$ cat src/rtl/pc_ctrl_pkg.sv
// Shared constants for the PC update sequencer: FSM state encodings, PC mux
// selector codes and the decoded-source record passed from the priority encoder.
package pc_ctrl_pkg;

  localparam logic [2:0] ST_IDLE    = 3'd0;
  localparam logic [2:0] ST_UPDATE  = 3'd1;
  localparam logic [2:0] ST_EXC_EPC = 3'd2;
  localparam logic [2:0] ST_EXC_VEC = 3'd3;
  localparam logic [2:0] ST_HALT    = 3'd4;

  localparam logic [1:0] PC_SEL_SEQ    = 2'b00;
  localparam logic [1:0] PC_SEL_BRANCH = 2'b01;
  localparam logic [1:0] PC_SEL_JUMP   = 2'b10;
  localparam logic [1:0] PC_SEL_EXC    = 2'b11;

  typedef struct packed {
    logic [1:0] sel;
    logic       exc;
  } pc_src_t;

endpackage

$ cat src/rtl/pc_ctrl_src_encode.sv
// Priority encoder for the PC source: exception > jump > taken branch > sequential.
module pc_ctrl_src_encode
  import pc_ctrl_pkg::*;
(
  input  logic    i_is_branch,
  input  logic    i_branch_taken,
  input  logic    i_is_jump,
  input  logic    i_exc_req,
  output pc_src_t o_src
);

  // Resolve request flags into a mux selector; a not-taken branch is sequential.
  always_comb begin
    o_src.sel = PC_SEL_SEQ;
    o_src.exc = 1'b0;
    if (i_exc_req) begin
      o_src.sel = PC_SEL_EXC;
      o_src.exc = 1'b1;
    end else if (i_is_jump) begin
      o_src.sel = PC_SEL_JUMP;
    end else if (i_is_branch && i_branch_taken) begin
      o_src.sel = PC_SEL_BRANCH;
    end else begin
      o_src.sel = PC_SEL_SEQ;
    end
  end

endmodule

$ cat src/rtl/pc_ctrl.sv
// PC update sequencer: turns branch/jump/exception requests into a timed
// PC/EPC write sequence with ready/done handshake, hold stalls and double-fault halt.
module pc_ctrl
  import pc_ctrl_pkg::*;
#(
  parameter int EXC_NEST_ALLOWED = 0
)
(
  input  logic       i_clk,
  input  logic       i_reset,
  input  logic       i_pc_req,
  input  logic       i_is_branch,
  input  logic       i_branch_taken,
  input  logic       i_is_jump,
  input  logic       i_exc_req,
  input  logic [1:0] i_exc_code,
  input  logic       i_exc_ret,
  input  logic       i_hold,
  output logic       o_ready,
  output logic [1:0] o_pc_sel,
  output logic       o_pc_write,
  output logic       o_epc_write,
  output logic [1:0] o_cause_out,
  output logic       o_done,
  output logic       o_halted
);

  localparam logic NEST_OK = (EXC_NEST_ALLOWED != 0);

  logic [2:0] r_state;
  logic [1:0] r_pc_sel;
  logic [1:0] r_cause;
  logic       r_in_exc;
  logic       r_ret_pend;
  pc_src_t    w_src;
  logic       w_write_phase;

  pc_ctrl_src_encode u_src_encode (
    .i_is_branch    (i_is_branch),
    .i_branch_taken (i_branch_taken),
    .i_is_jump      (i_is_jump),
    .i_exc_req      (i_exc_req),
    .o_src          (w_src)
  );

  // Sequencer state, latched source/cause and in-exception bookkeeping.
  always_ff @(posedge i_clk) begin
    if (i_reset) begin
      r_state    <= ST_IDLE;
      r_pc_sel   <= PC_SEL_SEQ;
      r_cause    <= 2'b00;
      r_in_exc   <= 1'b0;
      r_ret_pend <= 1'b0;
    end else begin
      case (r_state)
        ST_IDLE: begin
          if (i_pc_req) begin
            if (w_src.exc) begin
              r_ret_pend <= 1'b0;
              if (r_in_exc && !NEST_OK) begin
                r_state <= ST_HALT;
              end else begin
                r_state  <= ST_EXC_EPC;
                r_pc_sel <= w_src.sel;
                r_cause  <= i_exc_code;
              end
            end else begin
              r_state    <= ST_UPDATE;
              r_pc_sel   <= w_src.sel;
              r_ret_pend <= i_exc_ret;
            end
          end else begin
            r_state <= ST_IDLE;
          end
        end
        ST_UPDATE: begin
          if (!i_hold) begin
            r_state    <= ST_IDLE;
            r_ret_pend <= 1'b0;
            if (r_ret_pend) begin
              r_in_exc <= 1'b0;
            end
          end else begin
            r_state <= ST_UPDATE;
          end
        end
        // EPC capture is never stalled by hold.
        ST_EXC_EPC: begin
          r_in_exc <= 1'b1;
          r_state  <= ST_EXC_VEC;
        end
        ST_EXC_VEC: begin
          if (!i_hold) begin
            r_state <= ST_IDLE;
          end else begin
            r_state <= ST_EXC_VEC;
          end
        end
        ST_HALT: r_state <= ST_HALT;
        default: r_state <= ST_HALT;
      endcase
    end
  end

  assign w_write_phase = (r_state == ST_UPDATE) || (r_state == ST_EXC_VEC);

  assign o_ready     = (r_state == ST_IDLE);
  assign o_pc_sel    = r_pc_sel;
  assign o_pc_write  = w_write_phase && !i_hold;
  assign o_done      = w_write_phase && !i_hold;
  assign o_epc_write = (r_state == ST_EXC_EPC);
  assign o_cause_out = r_cause;
  assign o_halted    = (r_state == ST_HALT);

endmodule
$ cat config.mk
export PLATFORM = sky130hd
export DESIGN_NAME = pc_ctrl
export DESIGN_NICKNAME = d
export VERILOG_FILES = /design/src/rtl/pc_ctrl_pkg.sv /design/src/rtl/pc_ctrl_src_encode.sv /design/src/rtl/pc_ctrl.sv
export SDC_FILE = /design/constraint.sdc
export NUM_CORES = 1
export LEC_CHECK = 0
export ABC_CLOCK_PERIOD_IN_PS = 3250
export BUFFER_PORTS_ARGS = -buffer_cell sky130_fd_sc_hd__buf_2
export CORE_MARGIN = 3
export CORE_UTILIZATION = 30
export CTS_CLUSTER_DIAMETER = 40
export CTS_CLUSTER_SIZE = 10
export DETAILED_ROUTE_END_ITERATION = 6
export GPL_ROUTABILITY_DRIVEN = 1
export GPL_TIMING_DRIVEN = 1
export PLACE_DENSITY = 0.62
export REMOVE_ABC_BUFFERS = 1
export SYNTH_ARGS = -nofsm -noshare
export SYNTH_HDL_FRONTEND = slang
export SYNTH_HIERARCHICAL = 1
export SYNTH_SLANG_ARGS = --single-unit
export TNS_END_PERCENT = 50
$ cat constraint.sdc
create_clock -name i_clk -period 3.25 [get_ports i_clk]
set_clock_uncertainty 0.05 [all_clocks]
set_input_delay 0.65 -clock i_clk [delete_from_list [all_inputs] [get_ports i_clk]]
set_output_delay 0.65 -clock i_clk [all_outputs]
set_load 0.05 [all_outputs]
==> flow_summary.yaml, run 1 <==
floorplan:
  die_w_um: 46.0
  core.rowCount: 13
  start_util_pct: 34.3
  die_h_um: 46.0
  core_area_um2: 1400
  io_pins: 20
  die-area_um2: 2110
detailed_routing:
  via_per_inst: 5.03
  drt-initial-drc-count: 16
  wl_um: 964
  drc: 0
  antenna_left: 0
  dr.pass1.iters: 4
  vias: 448
  wl_per_cell_um: 10.8
synthesis:
  yosysSeqAreaShare_pct: 37.6
  synth_cell_types: 23
  syn_avg_cell_area_um2: 8.71
  synthAdderAreaFrac_pct: 0
  yosys.area_share.simple_pct: 31.3
  synth-xor-area-share_pct: 0
  yosysWarnings: 6
  ys_ff_latch: 9
  synth_top_area_share_pct: 37.6
  synth_top_family_by_area: "simple AND/OR/NAND/NOR gates"
  netlist_top_cells_area: "dfxtp_1 (38%), nand2b_1 (12%), mux2i_1 (8.4%)"
  synthesis.area_um2: 479
  yosys.area.top_type: "dfxtp_1"
  syn-instance-count: 55
  synth-compound-area-share_pct: 13.3
  muxShareOfSynthArea_pct: 8.36
worst_setup_path:
  criticalPathCategory: "primary input to output port"
  worstPathCellList: "buf_2 -> nand2b_1 -> nor2_1 -> buf_2"
  critPathSlowestCell: "buf_2"
  end_kind: "output port"
  worst-path-max-fanout: 4
  crit_family: "buffers and inverters"
  path_common_cell: "buf_2"
  required_ps: 2550
  crit_path_start_kind: "primary input"
  arrival_ps: 1340
  crit_buf_inv: 2
  slowest_delay_ps: 280
global_route:
  grt_max_degree: 14
  grt_antenna_before_repair: 0
  grt_pass1_wl_mm: 1.68
  gr-total-overflow: 0
  grt_pass1_vias: 403
  track_usage_pct: 11.9
clock_network:
  cts.sinks: 9
  cts_buffers: 3
  cts_resized: 0
  clk-insertion-delay-late_ps: 260
  cts_hold_buf: 0
  cts.clk_slew.worst_paths_ps: 60
  cts_tree: "yes"
  cts_setup_buffers: 0
  root_buffer: "clkbuf_4"
  htreeDepth: 1
  clockBufferDepth: 2
timing:
  tightest_slew_ps: 739
  finalSetupViolCount: 0
  hold_slack_ps: 424
  max_slew_margin_pct: 50.1
  final_hold_viol_count: 0
  fin_crit_sh_pct: 62.8
  fmax_ghz: 0.490
  min_period_ps: 2040
  setup_tns_ps: 0
  rsz0062_at_grt: "false"
  maxSlewViolCount: 0
place:
  port_buffers: 19
  gp_congestion: 0.752
  hpwl_um: 736
  dp.cells: 85
job:
  drv_cap: 0
pwr:
  ir_worst_vdd_mv: 0.217
  powerDensity_nw_per_um2: 509
  p_leak_nw: 0.280
layout:
  drive_above_1_share_pct: 32.4
  antenna_cells: 0
  nets: 86
  fin_util_pct: 41.9
  mostFrequentLayoutCell: "buf_2"
  final_cells: 89
  layout_common_cells: "buf_2 (19), nand2b_1 (9), dfxtp_1 (9), nor2_1 (6), mux2i_1 (4)"
  area_delta_synth_final_pct: 22.5
run_status:
  outcome: "finished clean"
worst_hold_path:
  min_path_type: "flip-flop to flip-flop"
==> layout make-up <==
cell class,instances,area (µm²)
clock buffers,3,22.5
repair buffers,19,95.1
inverters,3,11.3
multi-input cells,39,254
fillers,148,812
well taps,15,18.8
flip-flops and latches,9,180
clock inverters,1,5.00
==> synth_stat cells, drive strengths merged <==
cell type	n
and3	1
inv	3
nor4b	1
nand2b	9
o21a	1
or2	1
nand2	3
o31ai	1
o21bai	1
o41ai	1
nor2	6
mux2i	4
a41oi	1
or4b	2
o21ai	1
dfxtp	9
a2111oi	1
and2	2
nor3	1
buf	4
a21oi	2
==> where the power goes <==
group          internal (mW)  switching (mW)  total [mW]
logic                 0.0272          0.0558      0.0830
clock network         0.0455          0.0420      0.0875
registers              0.119         0.00871       0.128
total                  0.192           0.106       0.298
==> worst register-to-register path, delay by kind of cell (launching register included) <==
family	cells	cell delay [ps]
and+or+nand+nor	2	1040
DFF	1	370
AOI/OAI and AO/OA	1	70
==> kinds of logic (layout without fill, tap and decap cells) <==
kind of cell | count (synthesis) | in the layout
flip-flops | 9 | 9
AO/OA/AOI/OAI | 9 | 9
AND/OR/NAND/NOR | 26 | 26
multiplexers | 4 | 4
buffers and inverters | 7 | 26
==> through the flow <==
| stage | cell area, µm² | power, mW | setup WS [ps] |
|---|---|---|---|
| after floorplan | 445 | 0.190 | 482 |
| after global placement | 559 | 0.213 | 1250 |
| after detailed placement | 559 | 0.214 | 1210 |
| after CTS | 587 | 0.304 | 1210 |
| after global routing | 587 | 0.316 | 1150 |
| final | 587 | 0.298 | 1210 |
==> flip-flops by register name, summed over array words and instances, names as in the netlist <==
| signal | count |
|---|---|
| o_cause_out | 2 |
| o_pc_sel | 2 |
| r_in_exc | 1 |
| r_ret_pend | 1 |
| r_state | 3 |
==> worst paths after layout <==
path	depth (start not counted)	slack, ps	startpoint	endpoint
worst max-delay path	4	1210	i_hold	o_done
worst min-delay path	2	420	o_pc_sel[0]$_SDFFE_PP0P_	o_pc_sel[0]$_SDFFE_PP0P_
worst max register to register	3	1630	r_state[1]$_SDFF_PP0_	r_ret_pend$_SDFFE_PP0P_
worst min register to register	2	420	o_pc_sel[0]$_SDFFE_PP0P_	o_pc_sel[0]$_SDFFE_PP0P_
==> routing by layer <==
metal	global-route usage [%]	share of wire, %
met1	11.5	42
met2	19.2	46
met3	7.11	10
met4	6.82	1.2
met5	0	0
(Power assumes the default switching activity.)
==> run 2, diff against run 1 <==
--- a/config.mk
+++ b/config.mk
@@ -5,7 +5,8 @@
 export SDC_FILE = /design/constraint.sdc
 export NUM_CORES = 1
 export LEC_CHECK = 0
-export ABC_CLOCK_PERIOD_IN_PS = 3250
+export ABC_AREA = 1
+export ABC_CLOCK_PERIOD_IN_PS = 1800
 export BUFFER_PORTS_ARGS = -buffer_cell sky130_fd_sc_hd__buf_2
 export CORE_MARGIN = 3
 export CORE_UTILIZATION = 30
@@ -14,7 +15,7 @@
 export DETAILED_ROUTE_END_ITERATION = 6
 export GPL_ROUTABILITY_DRIVEN = 1
 export GPL_TIMING_DRIVEN = 1
-export PLACE_DENSITY = 0.62
+export PLACE_DENSITY = 0.63
 export REMOVE_ABC_BUFFERS = 1
 export SYNTH_ARGS = -nofsm -noshare
 export SYNTH_HDL_FRONTEND = slang
==> constraint.sdc (replaced) <==
create_clock -name i_clk -period 1.8 [get_ports i_clk]
set_clock_uncertainty 0.05 [all_clocks]
set_input_delay 0.36 -clock i_clk [delete_from_list [all_inputs] [get_ports i_clk]]
set_output_delay 0.36 -clock i_clk [all_outputs]
set_load 0.05 [all_outputs]
==> run 2 against run 1 <==
  * Die area is 7.0% higher
  * Global-route usage is 0.43 points lower
  * Utilization is 0.62 points lower
  * Critical endpoint is now o_epc_write
  * Routed wire length is 16% higher
  * Final cell count is 37% higher
  * Power is 100% higher
  * Via count is 20% higher
  * Clock-buffer cell count is 1 higher
  * Combinational power grew to 2.6 times the previous value
  * Register-to-register slack worse by 920 ps
  * Highest routed layer unchanged
  * First-iteration DRC count is 44% lower
==> flow_summary.yaml, run 2 <==
detailed_routing:
  dr.pass1.iters: 4
  via_per_inst: 4.40
  vias: 537
  wl_per_cell_um: 9.16
  wl_mm: 1.12
  drt-initial-drc-count: 9
  antenna_left: 0
  drc: 0
clock_network:
  cts_buffers: 3
  htreeDepth: 1
  clockBufferDepth: 2
  root_buffer: "clkbuf_4"
  cts_tree: "yes"
  cts.clk_slew.worst_paths_ps: 60
  cts_resized: 0
  cts_setup_buffers: 0
  cts.sinks: 9
  cts_hold_buf: 0
  clk-insertion-delay-late_ps: 260
timing:
  fin_crit_sh_pct: 91.2
  tightest_slew_ps: 249
  finalSetupViolCount: 0
  fmax_ghz: 0.609
  rsz0062_at_grt: "false"
  maxSlewViolCount: 0
  min_period_ps: 1640
  final_hold_viol_count: 0
  max_slew_margin_pct: 83.5
  setup_ws_ps: 159
  setup_tns_ps: 0
  hold_slack_ps: 267
synthesis:
  syn-instance-count: 85
  synth_cell_types: 14
  ys.flop_type: "dfxtp_1"
  ys_ff_latch: 9
  synth_edf_count: 0
  yosys.area.top_type: "dfxtp_1"
  yosysWarnings: 6
  yosysSeqAreaShare_pct: 34.8
  async_flop_share_pct: 0
  yosys-top-cells-count: "inv_1 (19), nand2_1 (17), nor2_1 (17), dfxtp_1 (9), nand3_1 (7)"
  synthesis.area_um2: 518
  synth_top_area_share_pct: 34.8
  netlist_top_cells_area: "dfxtp_1 (35%), inv_1 (14%), nand2_1 (12%)"
  yosysMostFrequentCell: "inv_1"
  syn_avg_cell_area_um2: 6.09
place:
  port_buffers: 19
  hpwl_um: 948
  place_area_um2: 618
  gp_congestion: 0.783
  dp_slack_ps: 430
global_route:
  gr-total-overflow: 0
  grt_pass1_wl_mm: 1.85
  grt_antenna_before_repair: 0
  grt_pass1_vias: 508
  track_usage_pct: 11.4
  grt_max_degree: 7
layout:
  nets: 118
  largest-register: "r_state"
  fin_area_um2: 644
  area_delta_synth_final_pct: 24.4
  drive_above_1_share_pct: 28.3
  antenna_cells: 0
  largest_reg_flops: 3
  fin_util_pct: 41.3
  layout_common_cells: "inv_1 (19), buf_2 (19), nor2_1 (17), nand2_1 (17), dfxtp_1 (9)"
floorplan:
  io_pins: 20
  core_area_um2: 1560
  die_w_um: 47.6
  die_h_um: 47.6
  die-area_um2: 2260
  start_util_pct: 33.2
  core.rowCount: 14
worst_setup_path:
  required_ps: 1390
  crit_path_start_kind: "flip-flop"
  arrival_ps: 1230
  criticalPathCategory: "flip-flop to output port"
  worst-path-max-fanout: 6
  end_kind: "output port"
pwr:
  powerDensity_nw_per_um2: 941
  ir_worst_vdd_mv: 0.318
  p_leak_nw: 0.382
run_status:
  outcome: "finished clean"
job:
  drv_cap: 0
worst_hold_path:
  min_path_type: "primary input to flip-flop"
==> run 2: changes by cell type in the layout (fill, tap and decap cells not counted), sizes merged, moves of 2 or more <==
cell,delta
nor2,+15
nand2,+16
and2,-2
nand3,+8
nand4,+2
or4b,-2
nand2b,-9
mux2i,-4
inv,+17
==> run 2: where the power goes <==
group	internal [mW]	total, mW	switching (mW)
clock	0.0852	0.154	0.0684
combinational	0.0597	0.217	0.157
sequential	0.221	0.236	0.0151
total	0.366	0.606	0.240
==> run 2: final cells by class <==
class	count	area [µm²]
multi-input combinational	54	248
clock buffer	4	26.3
inverter	20	75.1
sequential	9	180
timing repair buffer	19	95.1
tap	16	20.0
fill	165	915
==> run 2: path summary, 6_finish.rpt <==
path	startpoint	endpoint	slack [ps]	cells after the start
max reg2reg	r_state[0]$_SDFF_PP0_	o_cause_out[1]$_SDFFE_PP0P_	710	6
max	r_state[2]$_SDFF_PP0_	o_epc_write	160	4
min reg2reg	o_pc_sel[1]$_SDFFE_PP0P_	o_pc_sel[1]$_SDFFE_PP0P_	420	2
min	i_reset	r_state[2]$_SDFF_PP0_	270	2
==> run 2: cell families (layout without fill, tap and decap cells) <==
kind of cell | after synthesis | after routing | synth area share, %
AO/OA/AOI/OAI | 3 | 3 | 2.90
buffers and inverters | 22 | 43 | 17.4
flip-flops | 9 | 9 | 34.8
AND/OR/NAND/NOR | 51 | 51 | 44.9
==> run 2: layer usage <==
metal	share of wire [%]	GRT usage [%]	vias up	wire length (µm)
met5	0	0	-	0
met1	47	12.8	223	525
li1	-	-	292	-
met4	3.0	8.06	0	33
met2	45	19.3	18	499
met3	5.3	2.26	4	59
==> run 2: worst max-delay path: stages (launching register included) <==
cell and delay [ps]:
dfxtp_1 340, inv_1 170, nand3_1 140, inv_1 70
buf_2 250
==> run 2: through the flow <==
step	power, mW	std cells
global placement	0.454	118
CTS	0.612	122
detailed placement	0.458	118
floorplan	0.405	83
global route	0.650	122
finish	0.606	122
==> run 3, diff against run 2 <==
--- a/config.mk
+++ b/config.mk
@@ -6,7 +6,7 @@
 export NUM_CORES = 1
 export LEC_CHECK = 0
 export ABC_AREA = 1
-export ABC_CLOCK_PERIOD_IN_PS = 1800
+export ABC_CLOCK_PERIOD_IN_PS = 2050
 export BUFFER_PORTS_ARGS = -buffer_cell sky130_fd_sc_hd__buf_2
 export CORE_MARGIN = 3
 export CORE_UTILIZATION = 30
@@ -15,10 +15,9 @@
 export DETAILED_ROUTE_END_ITERATION = 6
 export GPL_ROUTABILITY_DRIVEN = 1
 export GPL_TIMING_DRIVEN = 1
-export PLACE_DENSITY = 0.63
+export PLACE_DENSITY = 0.62
 export REMOVE_ABC_BUFFERS = 1
 export SYNTH_ARGS = -nofsm -noshare
 export SYNTH_HDL_FRONTEND = slang
-export SYNTH_HIERARCHICAL = 1
 export SYNTH_SLANG_ARGS = --single-unit
 export TNS_END_PERCENT = 50
==> constraint.sdc (replaced) <==
create_clock -name i_clk -period 2.05 [get_ports i_clk]
set_clock_uncertainty 0.05 [all_clocks]
set_input_delay 0.41 -clock i_clk [delete_from_list [all_inputs] [get_ports i_clk]]
set_output_delay 0.41 -clock i_clk [all_outputs]
set_load 0.05 [all_outputs]
==> run 3 against run 2 <==
  * Clock power is 9.7% lower
  * Critical path depth is 1 lower
  * Routed wire length is 0.81% lower
==> flow_summary.yaml, run 3 <==
run_status:
  outcome: "finished clean"
floorplan:
  die_w_um: 47.2
  io_pins: 20
  start_util_pct: 32.7
  die-area_um2: 2230
  core_area_um2: 1560
  core.rowCount: 14
  die_h_um: 47.2
synthesis:
  synth_edf_count: 0
  yosys-top-cells-count: "nand2_1 (18), nor2_1 (17), inv_1 (15), dfxtp_1 (9), nand3_1 (8)"
  netlist_top_cells_area: "dfxtp_1 (35%), nand2_1 (13%), nor2_1 (13%)"
  yosysSeqAreaShare_pct: 35.4
  syn_avg_cell_area_um2: 6.21
  yosysWarnings: 0
  yosys.area.top_type: "dfxtp_1"
  async_flop_share_pct: 0
  synthesis.area_um2: 509
  yosysMostFrequentCell: "nand2_1"
  syn-instance-count: 82
  synth_cell_types: 13
  synth_top_area_share_pct: 35.4
  ys.flop_type: "dfxtp_1"
  ys_ff_latch: 9
job:
  drv_cap: 0
worst_setup_path:
  rr_startpoint: "r_state[0]$_SDFF_PP0_"
  rr_worst_depth: 7
  worstPathCellList: "nand2_1 -> nor2_1 -> buf_2"
  worst-path-max-fanout: 4
  crit_family: "flip-flops"
  crit_path_start_kind: "flip-flop"
  critPathSlowestCell: "dfxtp_1"
  r2r_end: "r_ret_pend$_SDFFE_PP0P_"
  crit_buf_inv: 1
  slowest_delay_ps: 440
  arrival_ps: 1230
  reg2reg_slack_ps: 980
  required_ps: 1590
  criticalPathCategory: "flip-flop to output port"
  end_kind: "output port"
clock_network:
  cts_buffers: 3
  htreeDepth: 1
  cts.clk_slew.worst_paths_ps: 60
  cts_hold_buf: 0
  cts_setup_buffers: 0
  cts_resized: 0
  root_buffer: "clkbuf_4"
  cts.sinks: 9
  clockBufferDepth: 2
  clk-insertion-delay-late_ps: 270
  cts_tree: "yes"
global_route:
  gr-total-overflow: 0
  grt_antenna_before_repair: 0
  grt_pass1_wl_mm: 1.66
  grt_pass1_vias: 423
  track_usage_pct: 11.1
  grt_max_degree: 7
timing:
  min_period_ps: 1690
  final_hold_viol_count: 0
  max_slew_margin_pct: 83.4
  rsz0062_at_grt: "false"
  maxSlewViolCount: 0
  fmax_ghz: 0.591
  finalSetupViolCount: 0
  fin_crit_sh_pct: 82.5
  hold_slack_ps: 305
  setup_ws_ps: 358
  tightest_slew_ps: 251
worst_hold_path:
  hp-start: "i_reset"
  min_path_type: "primary input to flip-flop"
  holdPathStages: 2
  hold_path_end: "r_state[2]$_SDFF_PP0_"
place:
  port_buffers: 19
  dp_slack_ps: 556
  gp_congestion: 0.760
  hpwl_um: 932
layout:
  area_delta_synth_final_pct: 26.5
  drive_above_1_share_pct: 31.7
  largest_reg_flops: 3
  fillers: 167
  antenna_cells: 0
  nets: 116
  largest-register: "r_state"
  mostFrequentLayoutCell: "buf_2"
  layout_common_cells: "buf_2 (19), nand2_1 (18), nor2_1 (17), inv_1 (15), dfxtp_1 (9)"
  multiInputGateArea_um2: 254
  seqCellArea_um2: 180
pwr:
  powerDensity_nw_per_um2: 845
  ir_worst_vdd_mv: 0.373
  p_leak_nw: 0.379
  total_power_uw: 544
detailed_routing:
  vias: 535
  drt-initial-drc-count: 8
  drc: 0
  wl_per_cell_um: 9.23
  wl_mm: 1.11
  dr.pass1.iters: 3
  antenna_left: 0
  via_per_inst: 4.46
run 3: where the power goes:
group	switching [mW]	internal (mW)	total, mW	leakage (nW)
Combinational	0.141	0.0556	0.196	0.288
Clock	0.0664	0.0722	0.139	0.0177
Sequential	0.0155	0.194	0.210	0.0740
Total	0.223	0.322	0.544	0.379
run 3: cell type report:
class                   count  area share [%]
flip-flops and latches      9            28.0
repair buffers             19            14.8
multi-input cells          54            39.4
well taps                  16            3.11
inverters                  18            10.5
clock buffers               3            3.50
clock inverters             1           0.777
run 3: cell families after synthesis:
family | synth area share [%]
AOI/OAI and AO/OA | 2.95
buffers and inverters | 14.7
DFF | 35.4
and+or+nand+nor | 46.9
run 3: worst max path at each step:
stage,start,endpoint,cells past startpoint
after global placement,i_hold,o_done,5
after detailed placement,i_hold,o_done,5
after global routing,r_state[0]$_SDFF_PP0_,o_halted,4
after floorplan,i_hold,o_done,3
final,r_state[0]$_SDFF_PP0_,o_done,3
after CTS,r_state[0]$_SDFF_PP0_,o_ready,4
run 3: metal layers:
layer	GRT usage [%]	vias up	part of all wire (%)	routed length, µm
met3	6.90	0	6.0	66
met4	4.97	0	0	0
met1	11.6	236	43	479
met5	0	-	0	0
met2	17.9	10	51	562
li1	-	289	-	-
run 3: metrics by stage:
stage               instance area [µm²]  setup TNS (ps)  utilization (%)  cells
floorplan                           502            -328                -     81
global placement                    617               0             39.6    116
detailed placement                  617               0             39.6    116
CTS                                 644               0             41.3    120
global route                        644               0             41.3    120
finish                              644               0             41.3    120
